--- src/rtl/cpu_pkg.sv ---
// rtl/cpu_pkg.sv - shared CPU constants and fetch-queue types
// Purpose: default widths and reset vector for the fetch front end,
//          the prefetch-queue state type and the supervisor-bit index.
// Ports:   none (package).
package cpu_pkg;

   localparam int          XLEN_DEF     = 32;
   localparam int          PC_STEP_DEF  = 4;
   localparam logic [31:0] RESET_PC_DEF = 32'h0000_0000;

   // Top address bit carries the supervisor flag and never changes on increment.
   localparam int          SUP_BIT_DEF  = XLEN_DEF - 1;

   typedef enum logic {
      RUN   = 1'b0,
      DRAIN = 1'b1
   } ifq_state_t;

endpackage

--- src/rtl/sync_fifo_p.sv ---
// rtl/sync_fifo_p.sv - synchronous FIFO with flush and occupancy count
// Purpose: DEPTH-entry first-in first-out store (DEPTH a power of 2).
// Ports:
//   clk       in   clock, posedge
//   rst_n     in   asynchronous active-low reset
//   push      in   write push_data (ignored when full unless popping too)
//   push_data in   WIDTH
//   pop       in   drop the head entry (ignored when empty)
//   flush     in   empty the FIFO; takes priority over push/pop
//   pop_data  out  WIDTH head entry (stale when count==0)
//   count     out  $clog2(DEPTH)+1 valid entries
module sync_fifo_p #(
   parameter int WIDTH = 32,
   parameter int DEPTH = 4
) (
   input  logic                       clk,
   input  logic                       rst_n,
   input  logic                       push,
   input  logic [WIDTH-1:0]           push_data,
   input  logic                       pop,
   input  logic                       flush,
   output logic [WIDTH-1:0]           pop_data,
   output logic [$clog2(DEPTH):0]     count
);

   localparam int             AW      = $clog2(DEPTH);
   localparam int             CW      = AW + 1;
   localparam logic [CW-1:0]  DEPTH_W = CW'(DEPTH);

   logic [WIDTH-1:0] mem_q [DEPTH];
   logic [WIDTH-1:0] mem_d [DEPTH];
   logic [AW-1:0]    wr_ptr_q, wr_ptr_d;
   logic [AW-1:0]    rd_ptr_q, rd_ptr_d;
   logic [CW-1:0]    count_q, count_d;
   logic             do_push, do_pop;

   always_comb begin
      do_pop   = pop && (count_q != '0);
      // A full FIFO can still take a write when the head leaves in the same cycle.
      do_push  = push && ((count_q != DEPTH_W) || do_pop);
      mem_d    = mem_q;
      wr_ptr_d = wr_ptr_q;
      rd_ptr_d = rd_ptr_q;
      count_d  = count_q;
      if (flush) begin
         wr_ptr_d = '0;
         rd_ptr_d = '0;
         count_d  = '0;
      end else begin
         if (do_push) begin
            mem_d[wr_ptr_q] = push_data;
            wr_ptr_d        = wr_ptr_q + AW'(1);
         end
         if (do_pop) begin
            rd_ptr_d = rd_ptr_q + AW'(1);
         end
         case ({do_push, do_pop})
            2'b10:   count_d = count_q + CW'(1);
            2'b01:   count_d = count_q - CW'(1);
            default: count_d = count_q;
         endcase
      end
   end

   always_ff @(posedge clk or negedge rst_n) begin
      if (!rst_n) begin
         for (int i = 0; i < DEPTH; i++) begin
            mem_q[i] <= '0;
         end
         wr_ptr_q <= '0;
         rd_ptr_q <= '0;
         count_q  <= '0;
      end else begin
         mem_q    <= mem_d;
         wr_ptr_q <= wr_ptr_d;
         rd_ptr_q <= rd_ptr_d;
         count_q  <= count_d;
      end
   end

   assign pop_data = mem_q[rd_ptr_q];
   assign count    = count_q;

endmodule

--- src/rtl/if_prefetch_queue.sv ---
// rtl/if_prefetch_queue.sv - instruction prefetch queue feeding the ID stage
// Purpose: issues in-order fetch requests, buffers returned words, hands
//          {inst, pc, pc+step} to ID, and flushes / drops stale responses
//          on redirect. Optional macro IFQ_BYPASS_EN forwards a response
//          straight to ID in the same cycle when the queue is empty.
// Ports:
//   clk, reset                       clock; asynchronous active-low reset
//   redirect_valid, redirect_pc      flush and restart fetch
//   imem_req_valid/ready/addr        request channel to instruction memory
//   imem_rsp_valid/data              in-order responses, latency >= 1
//   id_valid/ready, id_inst/pc/pc_4  decode-side handshake and payload
//   occupancy                        valid queue entries
module if_prefetch_queue
   import cpu_pkg::*;
#(
   parameter int              XLEN     = XLEN_DEF,
   parameter int              DEPTH    = 4,
   parameter logic [XLEN-1:0] RESET_PC = RESET_PC_DEF,
   parameter int              PC_STEP  = PC_STEP_DEF
) (
   input  logic                    clk,
   input  logic                    reset,
   input  logic                    redirect_valid,
   input  logic [XLEN-1:0]         redirect_pc,
   output logic                    imem_req_valid,
   input  logic                    imem_req_ready,
   output logic [XLEN-1:0]         imem_req_addr,
   input  logic                    imem_rsp_valid,
   input  logic [XLEN-1:0]         imem_rsp_data,
   output logic                    id_valid,
   input  logic                    id_ready,
   output logic [XLEN-1:0]         id_inst,
   output logic [XLEN-1:0]         id_pc,
   output logic [XLEN-1:0]         id_pc_4,
   output logic [$clog2(DEPTH):0]  occupancy
);

   localparam int               CW      = $clog2(DEPTH) + 1;
   localparam int               SUP_BIT = XLEN - 1;
   localparam logic [CW:0]      DEPTH_W = (CW + 1)'(DEPTH);
   localparam logic [XLEN-2:0]  STEP_W  = (XLEN - 1)'(PC_STEP);

   // Supervisor bit rides along unchanged; the low bits wrap on their own.
   function automatic logic [XLEN-1:0] pc_inc(input logic [XLEN-1:0] pc);
      logic [XLEN-2:0] low;
      low = pc[SUP_BIT-1:0] + STEP_W;
      return {pc[SUP_BIT], low};
   endfunction

   ifq_state_t        state_q, state_d;
   logic [XLEN-1:0]   fetch_pc_q, fetch_pc_d;
   logic [CW-1:0]     discard_q, discard_d;

   logic [CW-1:0]     addr_count, inst_count;
   logic [XLEN-1:0]   addr_head;
   logic [2*XLEN-1:0] inst_head;
   logic [CW:0]       inflight;
   logic [CW-1:0]     reload;
   logic              req_fire, rsp_live, bypass, inst_push, inst_pop;
   logic [XLEN-1:0]   head_pc;

   // Outstanding requests are the ones still tracked by address plus the
   // stale ones we have promised to throw away.
   assign inflight       = {1'b0, addr_count} + {1'b0, discard_q};
   assign imem_req_valid = reset && !redirect_valid
                           && (({1'b0, occupancy} + inflight) < DEPTH_W);
   assign imem_req_addr  = fetch_pc_q;
   assign req_fire       = imem_req_valid && imem_req_ready;
   assign rsp_live       = imem_rsp_valid && !redirect_valid
                           && (discard_q == '0) && (addr_count != '0);

`ifdef IFQ_BYPASS_EN
   assign bypass = rsp_live && (inst_count == '0) && id_ready;
`else
   assign bypass = 1'b0;
`endif

   assign inst_push = rsp_live && !bypass;
   assign inst_pop  = id_ready && (inst_count != '0);
   assign occupancy = inst_count;

   sync_fifo_p #(.WIDTH(XLEN), .DEPTH(DEPTH)) u_addr_q (
      .clk       (clk),
      .rst_n     (reset),
      .push      (req_fire),
      .push_data (fetch_pc_q),
      .pop       (rsp_live),
      .flush     (redirect_valid),
      .pop_data  (addr_head),
      .count     (addr_count)
   );

   sync_fifo_p #(.WIDTH(2 * XLEN), .DEPTH(DEPTH)) u_inst_q (
      .clk       (clk),
      .rst_n     (reset),
      .push      (inst_push),
      .push_data ({addr_head, imem_rsp_data}),
      .pop       (inst_pop),
      .flush     (redirect_valid),
      .pop_data  (inst_head),
      .count     (inst_count)
   );

   always_comb begin
      id_valid = (inst_count != '0) || bypass;
      id_inst  = '0;
      head_pc  = '0;
      if (inst_count != '0) begin
         id_inst = inst_head[XLEN-1:0];
         head_pc = inst_head[2*XLEN-1:XLEN];
      end else if (bypass) begin
         id_inst = imem_rsp_data;
         head_pc = addr_head;
      end
      id_pc   = head_pc;
      id_pc_4 = id_valid ? pc_inc(head_pc) : '0;
   end

   always_comb begin
      // A response arriving in the redirect cycle is already accounted for.
      reload = inflight[CW-1:0]
               - {{(CW - 1){1'b0}}, (imem_rsp_valid && (inflight != '0))};
      discard_d  = discard_q;
      fetch_pc_d = fetch_pc_q;
      if (redirect_valid) begin
         discard_d  = reload;
         fetch_pc_d = redirect_pc;
      end else begin
         if (imem_rsp_valid && (discard_q != '0)) begin
            discard_d = discard_q - CW'(1);
         end
         if (req_fire) begin
            fetch_pc_d = pc_inc(fetch_pc_q);
         end
      end
   end

   always_comb begin
      state_d = state_q;
      case (state_q)
         RUN:     if (discard_d != '0) state_d = DRAIN;
         DRAIN:   if (discard_d == '0) state_d = RUN;
         default: state_d = RUN;
      endcase
   end

   always_ff @(posedge clk or negedge reset) begin
      if (!reset) begin
         state_q    <= RUN;
         fetch_pc_q <= RESET_PC;
         discard_q  <= '0;
      end else begin
         state_q    <= state_d;
         fetch_pc_q <= fetch_pc_d;
         discard_q  <= discard_d;
      end
   end

   a_rsp_has_credit: assert property (@(posedge clk) disable iff (!reset)
      imem_rsp_valid |-> (inflight != '0));

endmodule

--- config.mk ---
export PLATFORM = sky130hd
export DESIGN_NAME = if_prefetch_queue
export DESIGN_NICKNAME = d
export VERILOG_FILES = /design/src/rtl/cpu_pkg.sv /design/src/rtl/sync_fifo_p.sv /design/src/rtl/if_prefetch_queue.sv
export SDC_FILE = /design/constraint.sdc
export NUM_CORES = 1
export LEC_CHECK = 0
export ABC_AREA = 1
export CAP_MARGIN = 25
export CORE_MARGIN = 2
export CORE_UTILIZATION = 35
export CTS_CLUSTER_SIZE = 10
export DETAILED_ROUTE_END_ITERATION = 7
export SYNTH_ARGS = -nofsm -noshare
export SYNTH_HDL_FRONTEND = slang
export SYNTH_SLANG_ARGS = --single-unit
export TNS_END_PERCENT = 10
--- constraint.sdc ---
create_clock -name clk -period 3.78 [get_ports clk]
set_input_delay 0.756 -clock clk [delete_from_list [all_inputs] [get_ports clk]]
set_output_delay 0.756 -clock clk [all_outputs]
set_load 0.05 [all_outputs]
* After elaboration in Yosys (flattened, before gate mapping)
Index checks and enable logic that the tools add are counted.
** Cells by class
- Add/subtract/negate cells :: 14
- $lt $le $gt $ge :: 7
- Eq/ne operators :: 6
- Multiplexer cells :: 31
- Bitwise logic cells :: 5
- Reduce and logical (&&, ||, !) cells :: 33
** Operators by type and width (count)
- $bwmux 256 :: 1
- $mux 32 :: 7
- $mux 64 :: 3
- $bmux 64 s2 :: 1
- $bwmux 128 :: 1
- $demux 64 s2 :: 1
- $bmux 32 s2 :: 1
- $demux 32 s2 :: 1
- $add 31x3->31 const B :: 2
- $mux 31 :: 1
- $mux 2 :: 8
- $logic_and 1x1->1 :: 15
- $reduce_bool 3->1 :: 5
- $ge 3x3->1 const B :: 4
- $mux 3 :: 4
- $not 2->3 :: 4
- $pmux 3 s2 :: 2
- $reduce_bool 2->1 :: 6
- $sub 3x1->3 const B :: 3
- $add 2x1->2 const B :: 4
- $add 3x1->3 const B :: 2
- $lt 3x1->1 const B :: 2
- $ne 3x3->1 const B :: 2
- $add 3x3->4 :: 1
- 11 further kinds :: 15
** Storage, ports and cells
- Flip-flop bits (word level) :: 433

* Depth between registers and ports, before layout
Gate-level depths: netlist (run 1).
- Word-level depth :: 10
- Depth in mapped cells :: 22
- Depth with buffers taken out :: 22

* Modules after synthesis
From an unflattened synthesis (run 1), not the netlist that was laid out.
** Unflattened totals
- Cells, all modules :: 2802
- Area, all modules :: 22663.0 µm²
** Modules (own cells, without submodules)
- sync_fifo_p (u_inst_q) :: times used 1, cells each 1310, area each 12014.0 µm²
- sync_fifo_p (u_addr_q) :: times used 1, cells each 680, area each 6306.0 µm²
- if_prefetch_queue :: times used 1, cells each 812, area each 4342.9 µm²

* Worst setup path before layout (run 1)
No wires, ideal clock.
- Kind :: register to output
- Start point :: reg u_inst_q.count_q[0] (netlist: u_inst_q.count[0])
- End point :: out id_pc_4[30]
- Data arrival time :: 3.194 ns
- Slack :: -0.170 ns
- Stages on the path, launching flop included :: 12
- Cell sequence :: dfrtp_1 nor2_1 nand2_2 inv_2 nor2_2 ha_1 nand3_2 inv_1 nand3_1 nor2_1 nor2_1 nor2_1
** Between the ends
- Longest elaborated chain between the ends :: 4
** Ends and longest elaborated chain
- start, declared :: line sync_fifo_p.sv:34 : logic [CW-1:0] count_q, count_d;
- start signal, assigned :: line sync_fifo_p.sv:77 : count_q <= count_d;
- $reduce_bool 3->1 :: line if_prefetch_queue.sv:108 : if (inst_count != '0) begin
- $mux 32 :: line if_prefetch_queue.sv:108
- net id_pc[2] :: line if_prefetch_queue.sv:33 : output logic [XLEN-1:0] id_pc,
- $add 31x3->31 :: line if_prefetch_queue.sv:46 : low = pc[SUP_BIT-1:0] + STEP_W;
- $mux 32 :: line if_prefetch_queue.sv:116 : id_pc_4 = id_valid ? pc_inc(head_pc) : '0;
- end, declared :: line if_prefetch_queue.sv:34 : output logic [XLEN-1:0] id_pc_4,
The timed path passes the listed nets, and every way through them passes these cells.

* Final worst setup path (run 1)
- Start point :: reg u_inst_q.rd_ptr_q[0]
- End point :: out id_pc_4[27]
** Between the ends
- Longest elaborated chain between the ends :: 7
** Ends and longest elaborated chain
- start, declared :: line sync_fifo_p.sv:33 : logic [AW-1:0] rd_ptr_q, rd_ptr_d;
- start signal, assigned :: line sync_fifo_p.sv:76 : rd_ptr_q <= rd_ptr_d;
- $not 2->3 (implied by the code) :: line sync_fifo_p.sv:81 : assign pop_data = mem_q[rd_ptr_q];
- $bmux 64 s2 :: line sync_fifo_p.sv:81
- $mux 64 (implied by the code) (2 in a row) :: line sync_fifo_p.sv:81
- $mux 32 :: line if_prefetch_queue.sv:108
- $add 31x3->31 :: line if_prefetch_queue.sv:46
- $mux 32 :: line if_prefetch_queue.sv:116
Every way passes these cells. The select of a mux whose other input is x is not followed.

==> metrics, run 1 <==
PnR worst setup slack just under 0.1 ns; GRT overflow 0; Yosys warning count 0; number of max-cap violations 0; pre-CTS WS 0.244 ns; I/O Buffers roughly 200; Clock transition at path regs roughly 0.060 ns; Die Wd ~260 um; top cell type's share of synthesized area 0.483; antenna violations before repair 0; Root Driver clkbuf_16; synthesized area per cell around 7.4 um^2; Post-synth EDFFs 0; # diodes 0; cells after synthesis between 3000 and 4000; post-synth top area cell dfrtp_1; number of global-route vias before repair just under 20000; Worst Hold Class flop to flop; First-pass DRT Iterations 6; total CTS buffers 51; Max Fanout on Critical Path 15; Final Wtd Congestion between 0.8 and 0.9; clock sinks around 430; layout cells sized above 1 0.0952; dpl cells 3942; Hold Fails Final Rpt 0; Initial Util 0.355; first-pass GRT wire length around 110000 um; worst slew pin tran ~1.1 ns; CTS Buffer Depth 3; DRC violations left 0; ranking of synthesized cells by area dfrtp_1 48%, nand2_1 18%, o21ai_0 7.8%, nor2_1 5.1%, nand3_1 2.9%; Synth Flop Type dfrtp_1; DR vias roughly 20000; Worst Setup Start Kind flop; Leakage Power 13.5 nW; pwr dens ~740 nW/um^2; vias per std cell 4.97; Critical Path AT 2.92 ns; fin. max-slew vios 0; final WL about 69000 um; Async SR Flop Fraction 1.00; antenna viol nets, final 0; H-tree Lvls 2; Clock Skews 0.0409 ns; status complete, no violations; largest net degree at the start of global routing roughly 180; Rel. slew slack 0.289; post-route cell area around 27000 um^2; clk_lat worst skew 0.62 ns; Setup Viol. Count Final 0; crit share post-route 0.974; CP required between 3 and 4 ns; die area 66200 um^2; P&R area growth vs syn 22.0%; NumNets Final approximately 3300; GRT Overall Usage 0.206; site row count 92; final std cells w/o fill ~4000; fmax about 270 MHz; sequential cell area fraction in the yosys report 0.483; Total Power between 0.02 and 0.025 W; RSZ-0062 raised after global routing true; Post-Syn Nets ~3100; drt wl/cell about 17 um; Synth cell types 42; synthesized flop and latch total around 430; Die Y approximately 260 um; dpl hpwl 44300 um; Ports between 200 and 250; WS Path Type flop to output pin; TritonCTS clock tree yes; placed cell area 25700 um^2; peak supply drop approximately 0.00043 V; critical path endpoint category output pin; starting DRC count in detailed routing around 1700; core footprint 63200 um^2; Period minus WS final 3.68 ns; synthesized cell area between 20000 and 25000 um^2
[area by class of cell]
class                   instances  area (um^2)
clock buffers                  63         1380
clock inverters                 4         67.6
fillers                      6473        35800
inverters                     179          687
multi-input cells            2218        10000
flip-flops and latches        433        10800
well taps                     846         1060
repair buffers                276         3340
[power by group]
part | internal [W] | switching [W] | total, W
sequential | 0.00550 | 0.000765 | 0.00626
combinational | 0.00316 | 0.00623 | 0.00939
clock | 0.00254 | 0.00193 | 0.00447
total | 0.0112 | 0.00892 | 0.0201
[flip-flops by register name, indices dropped and copies added, names as in the netlist, 3 cells and up]
signal	cells
u_inst_q.mem_q	256
u_addr_q.mem_q	128
imem_req_addr	32
discard_q	3
u_addr_q.count	3
u_inst_q.count	3
[timing repair]
item,in CTS,in global routing
endpoints found under the setup margin,23,40
hold endpoints to repair,17,0
gates cloned,1,1
buffers inserted,1,5
hold buffers,1,0
pin swaps,0,2
gates resized for setup,11,20
[per-layer routing]
layer  share of wire  GRT usage  vias up
li1                -          -     9856
met1            0.46      0.287     9494
met2            0.47      0.336      509
met3           0.050     0.0292       96
met4           0.022     0.0578        0
met5               0          0        -
[critical path, stage by stage, from the launching register on]
cell	delay, ns
dfrtp_4	0.55
inv_8	0.14
buf_12	0.16
nand2_1	0.07
nand3_1	0.08
nand3_1	0.25
inv_1	0.28
nand2_1	0.08
nor2_1	0.09
nand2_1	0.05
nor2_1	0.16
nand2_1	0.07
nand2_1	0.06
nand2_1	0.05
inv_1	0.09
buf_12	0.14
[cells in the final DEF (no fill, tap or decap), drive strengths merged]
master and n:
a21oi 48, o21a 1, nor2 325, bufbuf 1, nand4 19, inv 179, dlygate4sd3 1, nor3b 2
fa 3, nand2 1115, clkinv 4, nand3 133, a41oi 1, o21ai 441, o221ai 4, clkbuf 64
a21boi 3, nand3b 1, dfrtp 433, xor2 30, o22ai 33, ha 19, and2 1, o211ai 11
clkdlybuf4s50 104, xnor2 12, buf 169, nor3 15, nor4 1
[path summary, 6_finish.rpt]
| kind | end | depth (start not counted) | start | slack (ns) |
|---|---|---|---|---|
| worst max-delay path | id_pc_4[27] | 15 | u_inst_q.rd_ptr_q[0] | 0.1 |
| worst min-delay path | u_addr_q.mem_q[42] | 2 | u_addr_q.mem_q[42] | 0.47 |
| worst max register to register | u_addr_q.count[2] | 21 | discard_q[0] | 0.44 |
| worst min register to register | u_addr_q.mem_q[42] | 2 | u_addr_q.mem_q[42] | 0.47 |
| max in group asynchronous | u_inst_q.mem_q[249] | 4 | reset | 1.22 |
| min in group asynchronous | u_inst_q.mem_q[27] | 2 | reset | 0.60 |
[cell families after synthesis]
group,after synthesis,synth area share
adder cells (fa/ha/maj),22,0.0133
buffers and inverters,378,0.0751
AO/OA/AOI/OAI,542,0.126
flip-flops,433,0.483
XOR/XNOR,42,0.0164
AND/OR/NAND/NOR,1612,0.286
[through the flow]
step	TNS, ns	hold WS, ns	util
floorplan	-0.0320	0.441	-
detailed placement	0	0.461	0.406
global placement	0	0.457	0.406
global route	-0.128	0.493	0.433
CTS	-0.0187	0.476	0.431
finish	0	0.472	0.433
[synthesized netlist by cell type, types with 19 or more instances]
| master | number |
|---|---|
| dfrtp_1 | 433 |
| buf_4 | 24 |
| buf_2 | 45 |
| ha_1 | 19 |
| a21oi_1 | 47 |
| o21ai_0 | 351 |
| nand3_1 | 129 |
| o21ai_1 | 88 |
| clkbuf_1 | 99 |
| nand2_1 | 1106 |
| xor2_1 | 30 |
| nor2_1 | 307 |
| inv_1 | 166 |
| o22ai_1 | 33 |
No activity file was read; power rests on OpenSTA's default activity.
==> inputs of run 2 (changes only) <==
Settings changed: CTS_BUF_LIST set to sky130_fd_sc_hd__clkbuf_8.
==> run 2 against run 1 <==
  * Sequential share of layout area decreased by 0.51 points
  * Register-to-register slack improved by 0.06 ns
  * Sequential power about the same
  * Clock power increased by 3%
  * Wire length rose by 0.83%
  * Critical endpoint unchanged
  * Largest cell class unchanged
==> metrics, run 2 (synthesis results as in run 1) <==
status complete, no violations (unchanged); total CTS buffers 79 (was 51); layout cells sized above 1 0.123 (was 0.0952); CP required 3.02 ns (about the same); Internal 0.0113 W (was 0.0112 W); Ports 203 (unchanged); crit share post-route 0.981 (was 0.974); TritonCTS clock tree yes (unchanged); First-pass DRT Iterations 6 (unchanged); Clk network pwr share 0.226 (was 0.222); Die Wd 257 um (unchanged); post-route cell area 27700 um^2 (was 27400 um^2); combinational share of power 0.467 (about the same); Filler cells 6460 (was 6473); clk_lat worst skew 0.67 ns (was 0.62 ns); fin. max-slew vios 0 (unchanged); GRT overflow 0 (unchanged); site row count 92 (unchanged); DRC violations left 0 (unchanged); Worst Setup SP u_inst_q.rd_ptr_q[0] (unchanged); pwr dens 735 nW/um^2 (about the same); FF+latch area 10800 um^2 (about the same); Worst Setup Start Kind flop (unchanged); r2r startpoint discard_q[0] (unchanged); Leakage Power 13.8 nW (was 13.5 nW); commonest non-fill, non-tap cells in the layout 1097 x nand2_1, 425 x dfrtp_1, 351 x o21ai_0 (was 1102 x nand2_1, 426 x dfrtp_1, 351 x o21ai_0); peak supply drop 0.000350 V (was 0.000427 V); critical path endpoint category output pin (unchanged); WS Path Type flop to output pin (unchanged); Final Wtd Congestion 0.872 (unchanged); vias per std cell 4.94 (was 4.97); most common cell after layout, fill and taps aside nand2_1 (unchanged); min-delay src u_inst_q.mem_q[63] (was u_addr_q.mem_q[42]); dpl hpwl 44300 um (unchanged); antenna violations before repair 1 (was 0); drt wl/cell 16.9 um (was 17.1 um); Worst Hold Class flop to flop (unchanged); worst slew pin tran 0.969 ns (was 1.07 ns); P&R area growth vs syn 23.6% (was 22.0%); Die Y 257 um (unchanged); fmax 270 MHz (was 272 MHz); core footprint 63200 um^2 (unchanged); starting DRC count in detailed routing 1756 (was 1703); Reg with most FFs u_inst_q.mem_q (unchanged); Switching Fraction 0.447 (was 0.443); die area 66200 um^2 (unchanged); Period minus WS final 3.71 ns (was 3.68 ns); RSZ-0062 raised after global routing true (unchanged); CTS Buffer Depth 3 (unchanged); Max Fanout on Critical Path 15 (unchanged); Clock Skews 0.0343 ns (was 0.0409 ns); DR vias 20300 (was 20000); Rel. slew slack 0.354 (was 0.289); Hold Fails Final Rpt 0 (unchanged); Seq pwr share 0.307 (was 0.311); GRT Overall Usage 0.209 (was 0.206); area occupied by multi-input gates 10100 um^2 (was 10000 um^2); Clock transition at path regs 0.06 ns (about the same); NumNets Final 3284 (was 3251); final WL 69200 um (was 68600 um); number of global-route vias before repair 20000 (was 19700); Critical Path AT 2.95 ns (was 2.92 ns); antenna viol nets, final 0 (unchanged); H-tree Lvls 3 (was 2); I/O Buffers 202 (unchanged); final setup TNS 0 ns (unchanged); largest net degree at the start of global routing 176 (unchanged); clock sinks 433 (unchanged); sw power 0.00911 W (was 0.00892 W); Initial Util 0.355 (unchanged); Root Driver clkbuf_8 (was clkbuf_16); placed cell area 25700 um^2 (unchanged); number of max-cap violations 0 (unchanged); number of flip-flops in the largest register 256 (unchanged); first-pass GRT wire length 111000 um (was 110000 um); Setup Viol. Count Final 0 (unchanged)
==> run 2: per-stage QoR <==
step           total power [W]   util  hold slack (ns)  cells  worst slack, ns
2_1_floorplan           0.0119      -            0.441   3029          -0.0320
3_3_place_gp            0.0155  0.406            0.457   3942            0.302
3_5_place_dp            0.0155  0.406            0.461   3942            0.244
4_1_cts                 0.0203  0.435            0.476   4089          -0.0440
5_1_grt                 0.0216  0.439            0.498   4098          -0.0972
6_report                0.0204  0.439            0.472   4098           0.0733
==> run 2: worst paths after layout <==
path / end / slack [ns] / cells after the start
hold reg to reg: u_inst_q.mem_q[63] / 0.47 / 2
hold / removal: u_inst_q.mem_q[63] / 0.47 / 2
setup / recovery: id_pc_4[27] / 0.07 / 15
setup reg to reg: u_addr_q.mem_q[25] / 0.50 / 19
max in group asynchronous: u_inst_q.mem_q[249] / 1.30 / 4
min in group asynchronous: u_inst_q.count[1] / 0.54 / 2
==> run 2: power groups by stage <==
stage	clock network (W)	logic (W)	registers, W
2_1_floorplan	0	0.00564	0.00630
3_3_place_gp	0	0.00917	0.00631
3_5_place_dp	0	0.00921	0.00633
4_1_cts	0.00470	0.00936	0.00624
5_1_grt	0.00492	0.0103	0.00638
6_report	0.00460	0.00952	0.00626
==> run 2: worst max-delay path: stages, from the launching register on <==
cell and delay, ns:
dfrtp_4 0.54, inv_8 0.13, buf_12 0.17, nand2_1 0.07, nand3_1 0.08, nand3_1 0.23, inv_1 0.28, nand2_1 0.08
nor2_1 0.09, nand2_1 0.05, nor2_1 0.16, nand2_1 0.07, nand2_1 0.06, nand2_1 0.05, inv_1 0.09, buf_12 0.14
==> run 2: routing by layer <==
metal	global-route usage	up-vias	share of wire
li1	-	9975	-
met1	0.289	9611	0.46
met2	0.337	586	0.47
met3	0.0363	88	0.058
met4	0.0557	0	0.018
met5	0	-	0
==> run 2: repair_timing <==
item / in CTS / in global routing
hold buffers: 1 / 0
buffers inserted: 4 / 8
resized for setup: 18 / 56
endpoints found under the setup margin: 29 / 42
cloned: 2 / 0
endpoints found under the hold margin: 25 / 0
pin swaps: 0 / 7
==> run 2: final cells by class <==
cell class	count	area share
clock inverter	36	0.00740
sequential	433	0.391
antenna	1	0.0000902
inverter	179	0.0248
clock buffer	104	0.0516
timing repair buffer	281	0.121
multi-input combinational	2218	0.366
tap	846	0.0382
==> inputs of run 3 (changes only) <==
Clock period 3.78 ns to 4.1 ns, I/O delays scaled along.
==> run 3 against run 2 <==
  * Die area is the same
  * First-iteration DRC count shrank 22%
  * Clock-buffer cell count shrank 10
  * Worst setup slack gained 0.066 ns
  * Critical path type unchanged
  * Largest power group unchanged
  * Highest routed layer unchanged
==> metrics, run 3 (synthesis results as in run 1) <==
Hold Fails Final Rpt 0 (unchanged); Leakage Power 13.6 nW (was 13.8 nW); number of flip-flops in the largest register 256 (unchanged); site row count 92 (unchanged); CP required 3.28 ns (was 3.02 ns); First-pass DRT Iterations 5 (was 6); RSZ-0062 raised after global routing true (unchanged); number of max-cap violations 0 (unchanged); critical path endpoint category output pin (unchanged); clk_lat worst skew 0.68 ns (was 0.67 ns); P&R area growth vs syn 21.3% (was 23.6%); status complete, no violations (unchanged); peak supply drop 0.000364 V (was 0.000350 V); core footprint 63200 um^2 (unchanged); Clock Skews 0.0457 ns (was 0.0343 ns); most common cell after layout, fill and taps aside nand2_1 (unchanged); Worst Hold Class flop to flop (unchanged); number of global-route vias before repair 19500 (was 20000); DRC violations left 0 (unchanged); pwr dens 671 nW/um^2 (was 735 nW/um^2); Filler cells 6440 (was 6460); starting DRC count in detailed routing 1376 (was 1756); largest net degree at the start of global routing 160 (was 176); final WL 68400 um (was 69200 um); FF+latch area 10800 um^2 (about the same); GRT overflow 0 (unchanged); crit share post-route 0.966; Die Wd 257 um (unchanged); Ports 203 (unchanged); commonest non-fill, non-tap cells in the layout 1104 x nand2_1, 429 x dfrtp_1, 351 x o21ai_0 (was 1097 x nand2_1, 425 x dfrtp_1, 351 x o21ai_0); NumNets Final 3259 (was 3284); dpl hpwl 43000 um (was 44300 um); worst slew pin tran 0.905 ns (was 0.969 ns); Rel. slew slack 0.397 (was 0.354); fin. max-slew vios 0 (unchanged); Max Fanout on Critical Path 12 (was 15); antenna violations before repair 1 (unchanged); Die Y 257 um (unchanged); hold slack 0.472 ns (about the same); CTS Buffer Depth 3 (unchanged); Worst Setup Start Kind flop (unchanged); first-pass GRT wire length 109000 um (was 111000 um); Clock transition at path regs 0.06 ns (about the same); TritonCTS clock tree yes (unchanged); area occupied by multi-input gates 9990 um^2 (was 10100 um^2); layout cells sized above 1 0.100 (was 0.123); Setup Viol. Count Final 0 (unchanged); Critical Path AT 3.14 ns (was 2.95 ns); I/O Buffers 202 (unchanged); Final Wtd Congestion 0.896 (was 0.872); vias per std cell 4.92 (was 4.94); GRT Overall Usage 0.206 (was 0.209); fmax 252 MHz; WS Path Type flop to output pin (unchanged); Period minus WS final 3.96 ns; clock sinks 433 (unchanged); Root Driver clkbuf_8 (unchanged); antenna viol nets, final 0 (unchanged); Reg with most FFs u_inst_q.mem_q (unchanged); Initial Util 0.355 (unchanged); drt wl/cell 16.8 um (was 16.9 um); H-tree Lvls 3 (unchanged); die area 66200 um^2 (unchanged); Total Power 0.0183 W (was 0.0204 W); DR vias 20000 (was 20300); total CTS buffers 79 (unchanged)
## run 3: cell types whose count changed in the layout (fill, tap and decap cells not counted), moves of 5 or more
cell,previous run,this run
nand3_1,121,127
nor2_1,286,299
nand3_2,11,5
inv_1,181,197
nand2_2,13,8
inv_2,15,10
nor2_4,13,6
nand2_1,1097,1104
nor2_2,26,20
buf_4,95,77
clkbuf_8,104,94
## run 3: timing repair
action                                  in CTS  in global routing
gates resized for setup                      6                 15
endpoints found under the hold margin       19                  0
hold buffers                                 1                  0
buffers inserted                             0                  5
endpoints found under the setup margin      18                 23
## run 3: area by class of cell
class | instances | share of cell area
well taps | 846 | 0.0389
repair buffers | 256 | 0.114
multi-input cells | 2218 | 0.367
clock buffers | 94 | 0.0475
diodes | 1 | 0.0000919
flip-flops and latches | 433 | 0.398
clock inverters | 45 | 0.00873
inverters | 179 | 0.0253
## run 3: worst paths after layout
| path | startpoint | endpoint | slack [ns] | cells past startpoint |
|---|---|---|---|---|
| max | u_inst_q.rd_ptr_q[0] | id_pc_4[17] | 0.14 | 12 |
| min | u_addr_q.mem_q[77] | u_addr_q.mem_q[77] | 0.47 | 2 |
| max reg2reg | u_addr_q.count[0] | u_addr_q.mem_q[18] | 0.53 | 20 |
| min reg2reg | u_addr_q.mem_q[77] | u_addr_q.mem_q[77] | 0.47 | 2 |
| max in group asynchronous | reset | u_inst_q.mem_q[110] | 1.50 | 4 |
| min in group asynchronous | reset | imem_req_addr[22] | 0.61 | 2 |
## run 3: metrics by stage
step | TNS [ns] | cells | area, um^2 | util | worst slack (ns)
4_1_cts | 0 | 4064 | 27100 | 0.428 | 0.00225
2_1_floorplan | 0 | 3029 | 22400 | - | 0.0864
3_5_place_dp | 0 | 3924 | 25500 | 0.404 | 0.432
6_report | 0 | 4072 | 27200 | 0.431 | 0.139
5_1_grt | -0.0720 | 4072 | 27200 | 0.431 | -0.0399
3_3_place_gp | 0 | 3924 | 25500 | 0.404 | 0.498
## run 3: routing by layer
layer	share of wire	global-route usage	up-vias
met5	0	0	-
met4	0.020	0.0552	0
met3	0.059	0.0362	99
met2	0.46	0.333	544
met1	0.46	0.285	9475
li1	-	-	9907
## run 3: report_power, final
group | switching [W] | internal (W)
Combinational | 0.00568 | 0.00279
Clock | 0.00187 | 0.00215
Sequential | 0.000698 | 0.00507
## run 3: worst max-delay path: stages (launching register included)
cell and delay [ns]:
dfrtp_4 0.56, buf_4 0.22, nand2_1 0.09, nand3_1 0.07
nand2_1 0.20, nand2_2 0.13, nor2_1 0.15, nand2_1 0.09
nor2_1 0.38, nand2_1 0.17, xor2_1 0.17, inv_1 0.11
buf_12 0.14
